===== config.mk =====
export PLATFORM = sky130hd
export DESIGN_NAME = sb_timer_flat
export DESIGN_NICKNAME = d
export VERILOG_FILES = /design/src/rtl/sb_timer_if.sv /design/src/rtl/sb_timer.sv /design/src/flat_wrapper.sv
export SDC_FILE = /design/constraint.sdc
export NUM_CORES = 1
export LEC_CHECK = 0
export BUFFER_PORTS_ARGS = -buffer_cell sky130_fd_sc_hd__buf_2
export CORE_MARGIN = 3
export CORE_UTILIZATION = 59
export CTS_CLUSTER_DIAMETER = 150
export CTS_CLUSTER_SIZE = 16
export DETAILED_ROUTE_END_ITERATION = 6
export HOLD_SLACK_MARGIN = 0.05
export PLACE_DENSITY = 0.81
export SLEW_MARGIN = 20
export SYNTH_ARGS = -nofsm -noshare
export SYNTH_HDL_FRONTEND = slang
export SYNTH_SLANG_ARGS = --single-unit

===== constraint.sdc =====
create_clock -name clk -period 2.95 [get_ports clk]
set_clock_uncertainty 0.1 [all_clocks]
set_input_delay 0.4425 -clock clk [delete_from_list [all_inputs] [get_ports clk]]
set_output_delay 0.4425 -clock clk [all_outputs]
set_load 0.01 [all_outputs]

===== src/rtl/sb_timer_if.sv =====
// System-bus access port for the sb_timer peripheral.
// The master drives the chip select, strobe, address and write data.
// The slave returns read data and an access-fault flag in the same cycle.
interface sb_timer_if;
   logic        sb_ReadEnable;
   logic        sb_WriteEnable;
   logic [31:0] sb_Address;
   logic [31:0] sb_DataIn;
   logic [31:0] sb_DataOut;
   logic        sb_exception;

   modport master (
      output sb_ReadEnable,
      output sb_WriteEnable,
      output sb_Address,
      output sb_DataIn,
      input  sb_DataOut,
      input  sb_exception
   );

   modport slave (
      input  sb_ReadEnable,
      input  sb_WriteEnable,
      input  sb_Address,
      input  sb_DataIn,
      output sb_DataOut,
      output sb_exception
   );
endinterface


===== src/rtl/sb_timer.sv =====
// sb_timer: NUM_TIMERS 32-bit down-counting timers on the system bus.
// Each timer has CTRL (EN, MODE, IM), PRESET and a read-only COUNT.
// The timers support one-shot and auto-reload modes.
// Each timer has a registered, maskable interrupt line.
// Read data and faults are combinational so the data-memory stage sees them
// in the access cycle.
module sb_timer #(
   parameter int NUM_TIMERS = 2
) (
   input  logic                  clk,
   input  logic                  reset,
   sb_timer_if.slave             sb,
   output logic [NUM_TIMERS-1:0] irq
);

   localparam int IDX_W = (NUM_TIMERS > 1) ? $clog2(NUM_TIMERS) : 1;

   localparam logic [1:0] OFF_CTRL   = 2'd0;
   localparam logic [1:0] OFF_PRESET = 2'd1;
   localparam logic [1:0] OFF_COUNT  = 2'd2;
   localparam logic [1:0] OFF_NONE   = 2'd3;

   typedef enum logic [1:0] {
      ST_IDLE = 2'd0,
      ST_LOAD = 2'd1,
      ST_CNT  = 2'd2,
      ST_INT  = 2'd3
   } state_t;

   logic [1:0]            off_s;
   logic [IDX_W-1:0]      idx_s;
   logic                  exc_s;
   logic                  wr_ok_s;
   logic [NUM_TIMERS-1:0] hit_s;
   logic [31:0]           rdata_s;
   logic [3:0]            ctrl_q_s   [NUM_TIMERS];
   logic [31:0]           preset_q_s [NUM_TIMERS];
   logic [31:0]           count_q_s  [NUM_TIMERS];

   // Address bits outside the decoded word/timer field are intentionally ignored.
   logic unused_addr_s;
   assign unused_addr_s = ^{sb.sb_Address[31:4+IDX_W], sb.sb_Address[1:0]};

   // Decode the access: register offset, fault condition and addressed timer.
   always_comb begin
      off_s   = sb.sb_Address[3:2];
      idx_s   = sb.sb_Address[4 +: IDX_W];
      exc_s   = 1'b0;
      if (sb.sb_ReadEnable) begin
         if (off_s == OFF_NONE) begin
            exc_s = 1'b1;
         end else if (sb.sb_WriteEnable && (off_s == OFF_COUNT)) begin
            exc_s = 1'b1;
         end else begin
            exc_s = 1'b0;
         end
      end else begin
         exc_s = 1'b0;
      end
      wr_ok_s = sb.sb_ReadEnable && sb.sb_WriteEnable && !exc_s;
      for (int k = 0; k < NUM_TIMERS; k++) begin
         hit_s[k] = (idx_s == IDX_W'(k));
      end
   end

   // Read-data mux: the selected register, or zero when idle or faulting.
   always_comb begin
      rdata_s = 32'd0;
      if (sb.sb_ReadEnable && !exc_s) begin
         for (int k = 0; k < NUM_TIMERS; k++) begin
            if (hit_s[k]) begin
               case (off_s)
                  OFF_CTRL:   rdata_s = {28'd0, ctrl_q_s[k]};
                  OFF_PRESET: rdata_s = preset_q_s[k];
                  OFF_COUNT:  rdata_s = count_q_s[k];
                  default:    rdata_s = 32'd0;
               endcase
            end else begin
               rdata_s = rdata_s;
            end
         end
      end else begin
         rdata_s = 32'd0;
      end
   end

   assign sb.sb_DataOut   = rdata_s;
   assign sb.sb_exception = exc_s;

   for (genvar k = 0; k < NUM_TIMERS; k++) begin : g_timer
      logic [3:0]  ctrl_r;
      logic [31:0] preset_r;
      logic [31:0] count_r;
      state_t      state_r;
      logic        pending_r;
      logic        irq_r;
      logic        wr_ctrl_s;
      logic        wr_preset_s;
      logic        en_s;
      logic        auto_s;
      logic        pend_set_s;

      assign wr_ctrl_s   = wr_ok_s && hit_s[k] && (off_s == OFF_CTRL);
      assign wr_preset_s = wr_ok_s && hit_s[k] && (off_s == OFF_PRESET);
      assign en_s        = ctrl_r[0];
      // MODE 2 and 3 fall back to one-shot, so only MODE 1 reloads.
      assign auto_s      = (ctrl_r[2:1] == 2'd1);
      // The transition into INT is the only event that raises pending.
      assign pend_set_s  = (state_r == ST_CNT) && en_s && (count_r <= 32'd1);

      // Timer FSM with its registers, pending flag and registered interrupt.
      always_ff @(posedge clk or negedge reset) begin
         if (!reset) begin
            ctrl_r    <= 4'd0;
            preset_r  <= 32'd0;
            count_r   <= 32'd0;
            state_r   <= ST_IDLE;
            pending_r <= 1'b0;
            irq_r     <= 1'b0;
         end else begin
            irq_r <= pending_r && ctrl_r[3];

            // PRESET only reaches COUNT through LOAD, so a write mid-count
            // does not disturb the count in progress.
            if (wr_preset_s) begin
               preset_r <= sb.sb_DataIn;
            end

            case (state_r)
               ST_IDLE: begin
                  if (en_s) begin
                     state_r <= ST_LOAD;
                  end
               end
               ST_LOAD: begin
                  count_r <= preset_r;
                  state_r <= ST_CNT;
               end
               ST_CNT: begin
                  if (!en_s) begin
                     state_r <= ST_IDLE;
                  end else if (count_r > 32'd1) begin
                     count_r <= count_r - 32'd1;
                  end else begin
                     count_r <= 32'd0;
                     state_r <= ST_INT;
                  end
               end
               ST_INT: begin
                  if (auto_s) begin
                     state_r <= ST_LOAD;
                  end else begin
                     ctrl_r[0] <= 1'b0;
                     state_r   <= ST_IDLE;
                  end
               end
               default: begin
                  state_r <= ST_IDLE;
               end
            endcase

            // Placed after the FSM so a bus write overrides the EN clear in INT.
            if (wr_ctrl_s) begin
               ctrl_r <= sb.sb_DataIn[3:0];
            end

            // A set in the same cycle as a clearing write wins.
            if (pend_set_s) begin
               pending_r <= 1'b1;
            end else if ((state_r == ST_INT) && auto_s) begin
               pending_r <= 1'b0;
            end else if (wr_ctrl_s || wr_preset_s) begin
               pending_r <= 1'b0;
            end else begin
               pending_r <= pending_r;
            end
         end
      end

      assign ctrl_q_s[k]   = ctrl_r;
      assign preset_q_s[k] = preset_r;
      assign count_q_s[k]  = count_r;
      assign irq[k]        = irq_r;
   end

endmodule


===== src/flat_wrapper.sv =====
// flat-port wrapper written by rule: the top's interface ports become plain ports
module sb_timer_flat 
#(
   parameter int NUM_TIMERS = 2
)
  (clk, reset, irq, sb_sb_ReadEnable, sb_sb_WriteEnable, sb_sb_Address, sb_sb_DataIn, sb_sb_DataOut, sb_sb_exception);
  sb_timer_if sb_i ();
  input  logic clk;
  input  logic reset;
  output logic [NUM_TIMERS-1:0] irq;
  input wire logic [$bits(sb_i.sb_ReadEnable)-1:0] sb_sb_ReadEnable;
  input wire logic [$bits(sb_i.sb_WriteEnable)-1:0] sb_sb_WriteEnable;
  input wire logic [$bits(sb_i.sb_Address)-1:0] sb_sb_Address;
  input wire logic [$bits(sb_i.sb_DataIn)-1:0] sb_sb_DataIn;
  output wire logic [$bits(sb_i.sb_DataOut)-1:0] sb_sb_DataOut;
  output wire logic [$bits(sb_i.sb_exception)-1:0] sb_sb_exception;
  assign sb_i.sb_ReadEnable = sb_sb_ReadEnable;
  assign sb_i.sb_WriteEnable = sb_sb_WriteEnable;
  assign sb_i.sb_Address = sb_sb_Address;
  assign sb_i.sb_DataIn = sb_sb_DataIn;
  assign sb_sb_DataOut = sb_i.sb_DataOut;
  assign sb_sb_exception = sb_i.sb_exception;
  sb_timer #(.NUM_TIMERS(NUM_TIMERS)) u_core (.clk(clk), .reset(reset), .sb(sb_i), .irq(irq));
endmodule

; ---- After elaboration in Yosys (flattened, before gate mapping)
; Index checks and enable logic that the tools add are counted.
[word_totals]
ff_bits = 144
input_bits = 68
output_inout_bits = 35
word_cells = 111
[classes]
add_sub_neg = 2
n_lt_le_gt_ge = 4
n_eq_ne = 19
n_mux = 35
bitwise = 1
n_reduce_logical = 36
[op_table]
columns = cell, count
row1 = 2-to-1 mux 32 bit, 6
row2 = one-hot mux 32 bit (3 select lines), 2
row3 = one-hot mux 32 bit (2 select lines), 2
row4 = > comparator 32 x 1 -> 1 bit (second input constant), 2
row5 = <= comparator 32 x 1 -> 1 bit (second input constant), 2
row6 = subtractor 32 x 1 -> 32 bit (second input constant), 2
row7 = logical AND 1 bit, 18
row8 = 2-to-1 mux 1 bit, 17
row9 = one-hot mux 2 bit (4 select lines), 2
row10 = == test 2 bit (second input constant), 6
row11 = 2-to-1 mux 2 bit, 6
row12 = != test 2 x 1 -> 1 bit (second input constant), 6
row13 = AND reduction 2 bit, 6
row14 = == test 2 x 1 -> 1 bit (second input constant), 5
row15 = nonzero test 2 bit, 4
row16 = zero test 2 bit, 3
row17 = != test 3 bit (second input constant), 2
row18 = nonzero test 3 bit, 2
row19 = logical OR 1 bit, 2
row20 = zero test 1 bit, 1
row21 = inverter 1 bit, 1

; ---- Longest topological paths before layout
; Gate-level depths: netlist of run 1.
[depth]
ltp_word = 13
depth_mapped = 9
depth_no_buf = 7

; ---- Worst setup path before layout of run 1
; OpenSTA, ideal clock, no wires.
[synth_timing]
path_kind = register to register
from = register u_core.g_timer[0].count_r[24]
to = register u_core.g_timer[0].count_r[29]
setup_time_ns = 0.126
arrival_time_ns = 2.349
required_time_ns = 2.724
path_slack_ns = 0.375
stages_incl_launch_ff = 7
path_buffers = 1
synth_period_minus_slack_ns = 2.575
path_cell_list = dfrtp_1 -> or4_4 -> or4_4 -> o31ai_4 -> buf_6 -> nor3_2 -> a221o_1
[synth_via]
elab_chain_cells = 4
elab_cells_between_ends = 5
cone_classes = 1 x add/sub / 1 x order compare / 3 x mux
[synth_lines]
columns = element, line_no
row1 = from (decl), sb_timer.sv:93  ; logic [31:0] count_r;
row2 = from (signal assigned), sb_timer.sv:136  ; count_r <= preset_r;
row3 = from (signal assigned), sb_timer.sv:143  ; count_r <= count_r - 32'd1;
row4 = subtractor 32 x 1 -> 32 bit or > comparator 32 x 1 -> 1 bit (tied branches), "sb_timer.sv:143, sb_timer.sv:142"
row5 = 2-to-1 mux 32 bit (*), sb_timer.sv:142  ; end else if (count_r > 32'd1) begin
row6 = 2-to-1 mux 32 bit (*), sb_timer.sv:140  ; if (!en_s) begin
row7 = one-hot mux 32 bit (2 select lines) (*), sb_timer.sv:129  ; case (state_r)
; Mark *: on every way between the ends. The rest lies on a longest branch, timed or not. The select of a mux whose other input is x is not followed.
; A chain may end at the register's enable or synchronous reset.

; ---- Worst setup path in the final report of run 1
[layout_timing]
from = register u_core.g_timer[0].count_r[29]
to = register u_core.g_timer[0].count_r[6]
[layout_via]
elab_chain_cells = 4
[layout_lines]
columns = element, line_no
row1 = > comparator 32 x 1 -> 1 bit, sb_timer.sv:142
row2 = 2-to-1 mux 32 bit, sb_timer.sv:142
row3 = 2-to-1 mux 32 bit, sb_timer.sv:140
row4 = one-hot mux 32 bit (2 select lines), sb_timer.sv:129
; No other way between the ends. The select of a mux whose other input is x is not followed.

==> results.json, run 1 <==
{
  "die-height_microns": 125,
  "p_seq_frac": 0.367,
  "finalSetupViolCount": 0,
  "cts_buffer_depth": 2,
  "synth_top_family_by_area": "compound AO/OA/AOI/OAI gates",
  "postCtsHoldBufs": 1,
  "final_net_count": 998,
  "async_flop_share": 1.00,
  "powerDensity_nw_per_um2": 978,
  "fp-row-count": 42,
  "drive_gt1_frac": 0.261,
  "worstMarginPinSlew_ns": 0.914,
  "placed_area_sq_um": 9130,
  "synth_top_area_share": 0.429,
  "firstDrtPassIters": 7,
  "clkPwrFrac": 0.233,
  "gp_congestion": 0.993,
  "nFillCells": 1005,
  "num_vias": 8127,
  "timing.final.ws_setup_ns": 0.128,
  "synthDistinctLibCells": 65,
  "synth_xor_area_frac": 0,
  "worst_hold_slack_ns": 0.162,
  "synth_nets": 930,
  "place_ws_ns": 0.192,
  "critPathMaxFanout": 14,
  "cp_top_family": "simple AND/OR/NAND/NOR gates",
  "yosys.area_share.adder": 0.00596,
  "cap_violations": 0,
  "drc": 1,
  "wl_met2_mm": 12.8,
  "cp.depth": 6,
  "critPathMaxStageDelay_ns": 0.64,
  "cp_slowest_cell": "or4_1",
  "synth_warnings": 0,
  "end_kind": "flop",
  "min_period_over_period": 0.957,
  "grt_first_pass_wirelength_mm": 43.5,
  "hp-class": "in2reg",
  "p_int_w": 0.00556,
  "dr_wl_met3_mm": 2.45,
  "path_clk_slew_ns": 0.06,
  "clkSinkCount": 144,
  "routed_wl_mm": 27.4,
  "hpwl_mm": 19.0,
  "worst_ir_drop_vdd_uv": 610,
  "dieWidth_microns": 125,
  "critPathArrivalTime_ns": 3.02,
  "fmax_mhz": 354,
  "pin_count": 103,
  "cts_tree": "yes",
  "synth_edf_count": 0,
  "critPathLaunch": "u_core.g_timer[0].count_r[29]",
  "grt_usage": 0.348,
  "fin_area_sq_um": 9740,
  "critical_path_class": "reg2reg",
  "avgSynthCellArea_sq_um": 9.78,
  "share_comb_of_total_power": 0.400,
  "drtIter0Drc": 1210,
  "r2r-end": "u_core.g_timer[0].count_r[6]",
  "slew_headroom": 0.385,
  "p_total_w": 0.00952,
  "dr.max_layer_used": "met4",
  "synthCells": 858,
  "h-tree-depth": 4,
  "grt_max_degree": 67,
  "grt_pass1_vias": 7817,
  "wirelength_met1_mm": 10.9,
  "rsz0062_at_grt": "false",
  "synth.most_common_cell": "dfrtp_1",
  "synth.area.mux_share": 0.106,
  "synth_compound_area_frac": 0.240,
  "synthFlopType": "dfrtp_1",
  "reg2reg_slack_ns": 0.13,
  "cts_resized": 0,
  "switchingPower_w": 0.00397,
  "area_growth_pct": 16.1,
  "die_area_sq_um": 15700,
  "crit_buf_inv": 1,
  "leakagePower_nw": 4.02,
  "tns_ns": 0,
  "coreArea_sq_um": 13600,
  "ant_nets": 0,
  "synth-simple-area-share": 0.171,
  "cts_made_buffers": 17,
  "status": "finished with violations",
  "cp-start-kind": "flop",
  "synthesis.area_sq_um": 8390,
  "via_per_inst": 7.28,
  "start_util": 0.619,
  "ys_ff_latch": 144,
  "drv_slew": 0,
  "cts_setup_buffers": 0,
  "holdPathStages": 2,
  "seqCellArea_sq_um": 3600,
  "multiInputGateArea_sq_um": 4400,
  "cts-root-buf": "clkbuf_16",
  "port_buffers": 73,
  "violations": "DRC",
  "critPathRequiredTime_ns": 3.15,
  "grt_overflow": 0,
  "crit_path_end": "u_core.g_timer[0].count_r[6]",
  "swShare": 0.417,
  "detail_route.wl_per_cell_microns": 24.5,
  "yosys-top-cells-area": "dfrtp_1, mux2_2, a22oi_1",
  "period_minus_slack_ns": 2.82,
  "hold_viol_final": 0,
  "seq_area_frac_synth": 0.429,
  "reg2reg_depth": 6,
  "yosys.area.top_type": "dfrtp_1",
  "cp_cell_sequence": "or4_1 -> or4_4 -> o31a_2 -> buf_4 -> a32oi_1 -> o22ai_1",
  "reg2reg_from": "u_core.g_timer[0].count_r[29]",
  "insertion_delay_ns": 0.43,
  "synthTopCellsByCount": "dfrtp_1, mux2_2, nand2_1",
  "grt_antenna_before_repair": 1
}
state kept, by name, summed over array words and instances (netlist names):
register,cells
u_core.g_timer.count_r,64
u_core.g_timer.irq_r,2
u_core.g_timer.pending_r,2
u_core.g_timer.preset_r,64
u_core.g_timer.ctrl_r,8
u_core.g_timer.state_r,4
area by class of cell:
| class | count | share of cell area |
|---|---|---|
| clock buffer | 20 | 0.0459 |
| sequential | 144 | 0.370 |
| antenna | 1 | 0.000257 |
| multi-input combinational | 619 | 0.452 |
| tap | 176 | 0.0226 |
| clock inverter | 12 | 0.0161 |
| inverter | 20 | 0.00771 |
| timing repair buffer | 124 | 0.0854 |
routing by layer:
| metal | GRT usage | vias up |
|---|---|---|
| li1 | - | 3513 |
| met5 | 0 | - |
| met4 | 0.156 | 0 |
| met1 | 0.476 | 3976 |
| met3 | 0.0691 | 92 |
| met2 | 0.542 | 546 |
cell families after synthesis:
family	Yosys count
muxes	80
AOI/OAI and AO/OA	273
adders and majority gates	4
buffers and inverters	95
and+or+nand+nor	262
DFF	144
worst reg2reg max path, stage by stage, from the launching register on:
cell and delay, ns:
dfrtp_1 0.42, or4_1 0.64, or4_4 0.58, o31a_2 0.43
buf_4 0.22, a32oi_1 0.21, o22ai_1 0.11
worst min-delay path by stage:
stage	startpoint	endpoint	slack, ns
CTS	sb_sb_DataIn[22]	u_core.g_timer[1].preset_r[22]	0.16
global route	sb_sb_DataIn[22]	u_core.g_timer[1].preset_r[22]	0.15
global placement	reset	u_core.g_timer[1].count_r[2]	0.33
floorplan	reset	u_core.g_timer[0].count_r[0]	0.05
finish	sb_sb_DataIn[22]	u_core.g_timer[1].preset_r[22]	0.16
detailed placement	reset	u_core.g_timer[1].count_r[2]	0.34
cell usage in the layout (no fill, tap or decap), types with 7 or more instances in the layout:
| cell | Yosys | final |
|---|---|---|
| a32oi_1 | 7 | 7 |
| o311ai_0 | 9 | 9 |
| and3_1 | 7 | 7 |
| nand2_1 | 64 | 64 |
| clkbuf_16 | 0 | 17 |
| inv_1 | 19 | 19 |
| o211ai_1 | 13 | 13 |
| nor2_1 | 32 | 32 |
| a211oi_1 | 28 | 28 |
| dfrtp_1 | 144 | 144 |
| o2bb2ai_1 | 7 | 7 |
| mux2_2 | 70 | 70 |
| nand4_1 | 11 | 11 |
| a22oi_1 | 43 | 43 |
| o22ai_1 | 9 | 9 |
| nor4_1 | 16 | 16 |
| or4_1 | 13 | 13 |
| nand3_1 | 32 | 32 |
| o21ai_0 | 42 | 42 |
| a221oi_1 | 30 | 30 |
| nor2b_1 | 10 | 8 |
| or3_1 | 8 | 8 |
| buf_4 | 4 | 44 |
| a22o_1 | 9 | 9 |
| buf_2 | 6 | 72 |
| a221o_1 | 9 | 9 |
| nor3_1 | 26 | 26 |
| mux2i_1 | 10 | 10 |
| a21oi_1 | 29 | 28 |
per-stage QoR:
stage,instances,util
finish,1116,0.718
global route,1115,0.718
floorplan,858,-
CTS,1115,0.718
global placement,1082,0.673
detailed placement,1082,0.673
power groups by stage:
stage                     combinational, W  clock (W)  sequential (W)
after floorplan                    0.00260          0         0.00314
after global placement             0.00354          0         0.00343
after detailed placement           0.00366          0         0.00347
after CTS                          0.00372    0.00223         0.00344
after global routing               0.00411    0.00232         0.00358
final                              0.00381    0.00222         0.00349
No activity file was read; power rests on OpenSTA's default activity.
==> inputs of run 2 (changes only) <==
==> constraint.sdc (replaced) <==
create_clock -name clk -period 2.8 [get_ports clk]
set_clock_uncertainty 0.1 [all_clocks]
set_input_delay 0.42 -clock clk [delete_from_list [all_inputs] [get_ports clk]]
set_output_delay 0.42 -clock clk [all_outputs]
set_load 0.01 [all_outputs]
==> results.json, run 2 (synthesis gave the netlist of run 1 again) <==
{
  "status": "finished clean",
  "start_util": 0.619,
  "drive_gt1_frac": 0.267,
  "cp_slowest_cell": "or4_4",
  "h-tree-depth": 4,
  "drtIter0Drc": 1196,
  "area_growth_pct": 17.0,
  "cp_top_family": "simple AND/OR/NAND/NOR gates",
  "finalSetupViolCount": 0,
  "detail_route.wl_per_cell_microns": 24.5,
  "worst_ir_drop_vdd_uv": 491,
  "reg_top3": "u_core.g_timer.count_r: 64 flops, u_core.g_timer.preset_r: 64 flops, u_core.g_timer.ctrl_r: 8 flops",
  "path_common_cell": "or4_4",
  "cts_buffer_depth": 2,
  "end_kind": "flop",
  "path_clk_slew_ns": 0.06,
  "critPathMaxFanout": 16,
  "slew_headroom": 0.509,
  "rsz0062_at_grt": "false",
  "timing.final.ws_setup_ns": 0.0806,
  "die_area_sq_um": 15700,
  "critPathRequiredTime_ns": 3.02,
  "critPathArrivalTime_ns": 2.94,
  "port_buffers": 73,
  "min_period_over_period": 0.971,
  "cts_setup_buffers": 0,
  "fp-row-count": 42,
  "cts_made_buffers": 17,
  "drc": 0,
  "die-height_microns": 125,
  "cts-root-buf": "clkbuf_16",
  "ant_nets": 0,
  "num_vias": 8180,
  "pin_count": 103,
  "final_net_count": 1003,
  "hpwl_mm": 19.1,
  "place_ws_ns": 0.0863,
  "cp_cell_sequence": "or4_4 -> or4_4 -> o31ai_4 -> buf_4 -> o21ai_2 -> a221o_1",
  "hold_viol_final": 0,
  "clkSinkCount": 144,
  "leakagePower_nw": 4.08,
  "fin_area_sq_um": 9820,
  "cap_violations": 0,
  "insertion_delay_ns": 0.44,
  "powerDensity_nw_per_um2": 1040,
  "final_cell_mix": "dfrtp_1, buf_2, mux2_2",
  "dieWidth_microns": 125,
  "final_common_cell": "dfrtp_1",
  "hp-class": "in2reg",
  "crit_buf_inv": 1,
  "post-route-util": 0.724,
  "cp-start-kind": "flop",
  "grt_max_degree": 74,
  "tns_ns": 0,
  "drv_slew": 0,
  "grt_pass1_vias": 7939,
  "grt_overflow": 0,
  "coreArea_sq_um": 13600,
  "antenna_cells": 0,
  "period_minus_slack_ns": 2.72,
  "via_per_inst": 7.30,
  "cts_tree": "yes",
  "routed_wl_mm": 27.4,
  "critical_path_class": "reg2reg",
  "critPathMaxStageDelay_ns": 0.57,
  "placed_area_sq_um": 9160,
  "firstDrtPassIters": 6,
  "grt_usage": 0.347,
  "gp_congestion": 0.962,
  "worstMarginPinSlew_ns": 0.736,
  "fmax_mhz": 368,
  "grt_first_pass_wirelength_mm": 43.1,
  "grt_antenna_before_repair": 0
}
[run 2: cell count changes in the layout (fill, tap and decap cells not counted), moves of 2 or more]
cell,previous run,this run
clkbuf_1,2,0
clkinv_4,1,3
buf_4,44,49
clkinvlp_4,4,1
[run 2: final cells by class]
| class | instances | area, sq um |
|---|---|---|
| multi-input cells | 619 | 4410 |
| fillers | 999 | 3740 |
| flip-flops and latches | 144 | 3600 |
| repair buffers | 129 | 870 |
| clock buffers | 18 | 439 |
| well taps | 176 | 220 |
| clock inverters | 14 | 201 |
| inverters | 20 | 75.1 |
[run 2: routing by layer]
metal	global-route usage	vias to the layer above	part of all wire
met5	0	-	0
met4	0.161	0	0.045
met3	0.0721	103	0.10
met2	0.544	610	0.47
met1	0.465	3942	0.39
li1	-	3525	-
[run 2: repair_timing]
action	4_1_cts	5_1_grt
resized for setup	0	1
hold buffers	1	0
setup endpoints to repair	0	4
hold endpoints to repair	71	0
[run 2: final timing paths]
check	start	endpoint	slack (ns)	depth (start not counted)
worst min register to register	u_core.g_timer[0].pending_r	u_core.g_timer[0].irq_r	0.40	1
min in group asynchronous	reset	u_core.g_timer[1].count_r[3]	0.46	2
worst max register to register	u_core.g_timer[0].count_r[24]	u_core.g_timer[0].count_r[19]	0.08	6
max in group asynchronous	reset	u_core.g_timer[1].count_r[10]	1.25	3
worst min-delay path	sb_sb_DataIn[5]	u_core.g_timer[1].preset_r[5]	0.15	2
worst max-delay path	u_core.g_timer[0].count_r[24]	u_core.g_timer[0].count_r[19]	0.08	6
[run 2: metrics by stage]
stage | power (W) | std cells | hold slack, ns
4_1_cts | 0.0101 | 1120 | 0.141
2_1_floorplan | 0.00604 | 858 | 0.0244
6_report | 0.0103 | 1120 | 0.149
3_3_place_gp | 0.00735 | 1087 | 0.380
5_1_grt | 0.0108 | 1120 | 0.136
3_5_place_dp | 0.00757 | 1087 | 0.385
[run 2: power breakdown]
part | switching [W] | leakage, nW | internal (W)
combinational | 0.00238 | 1.97 | 0.00167
sequential | 0.000919 | 1.80 | 0.00278
clock | 0.000972 | 0.313 | 0.00153
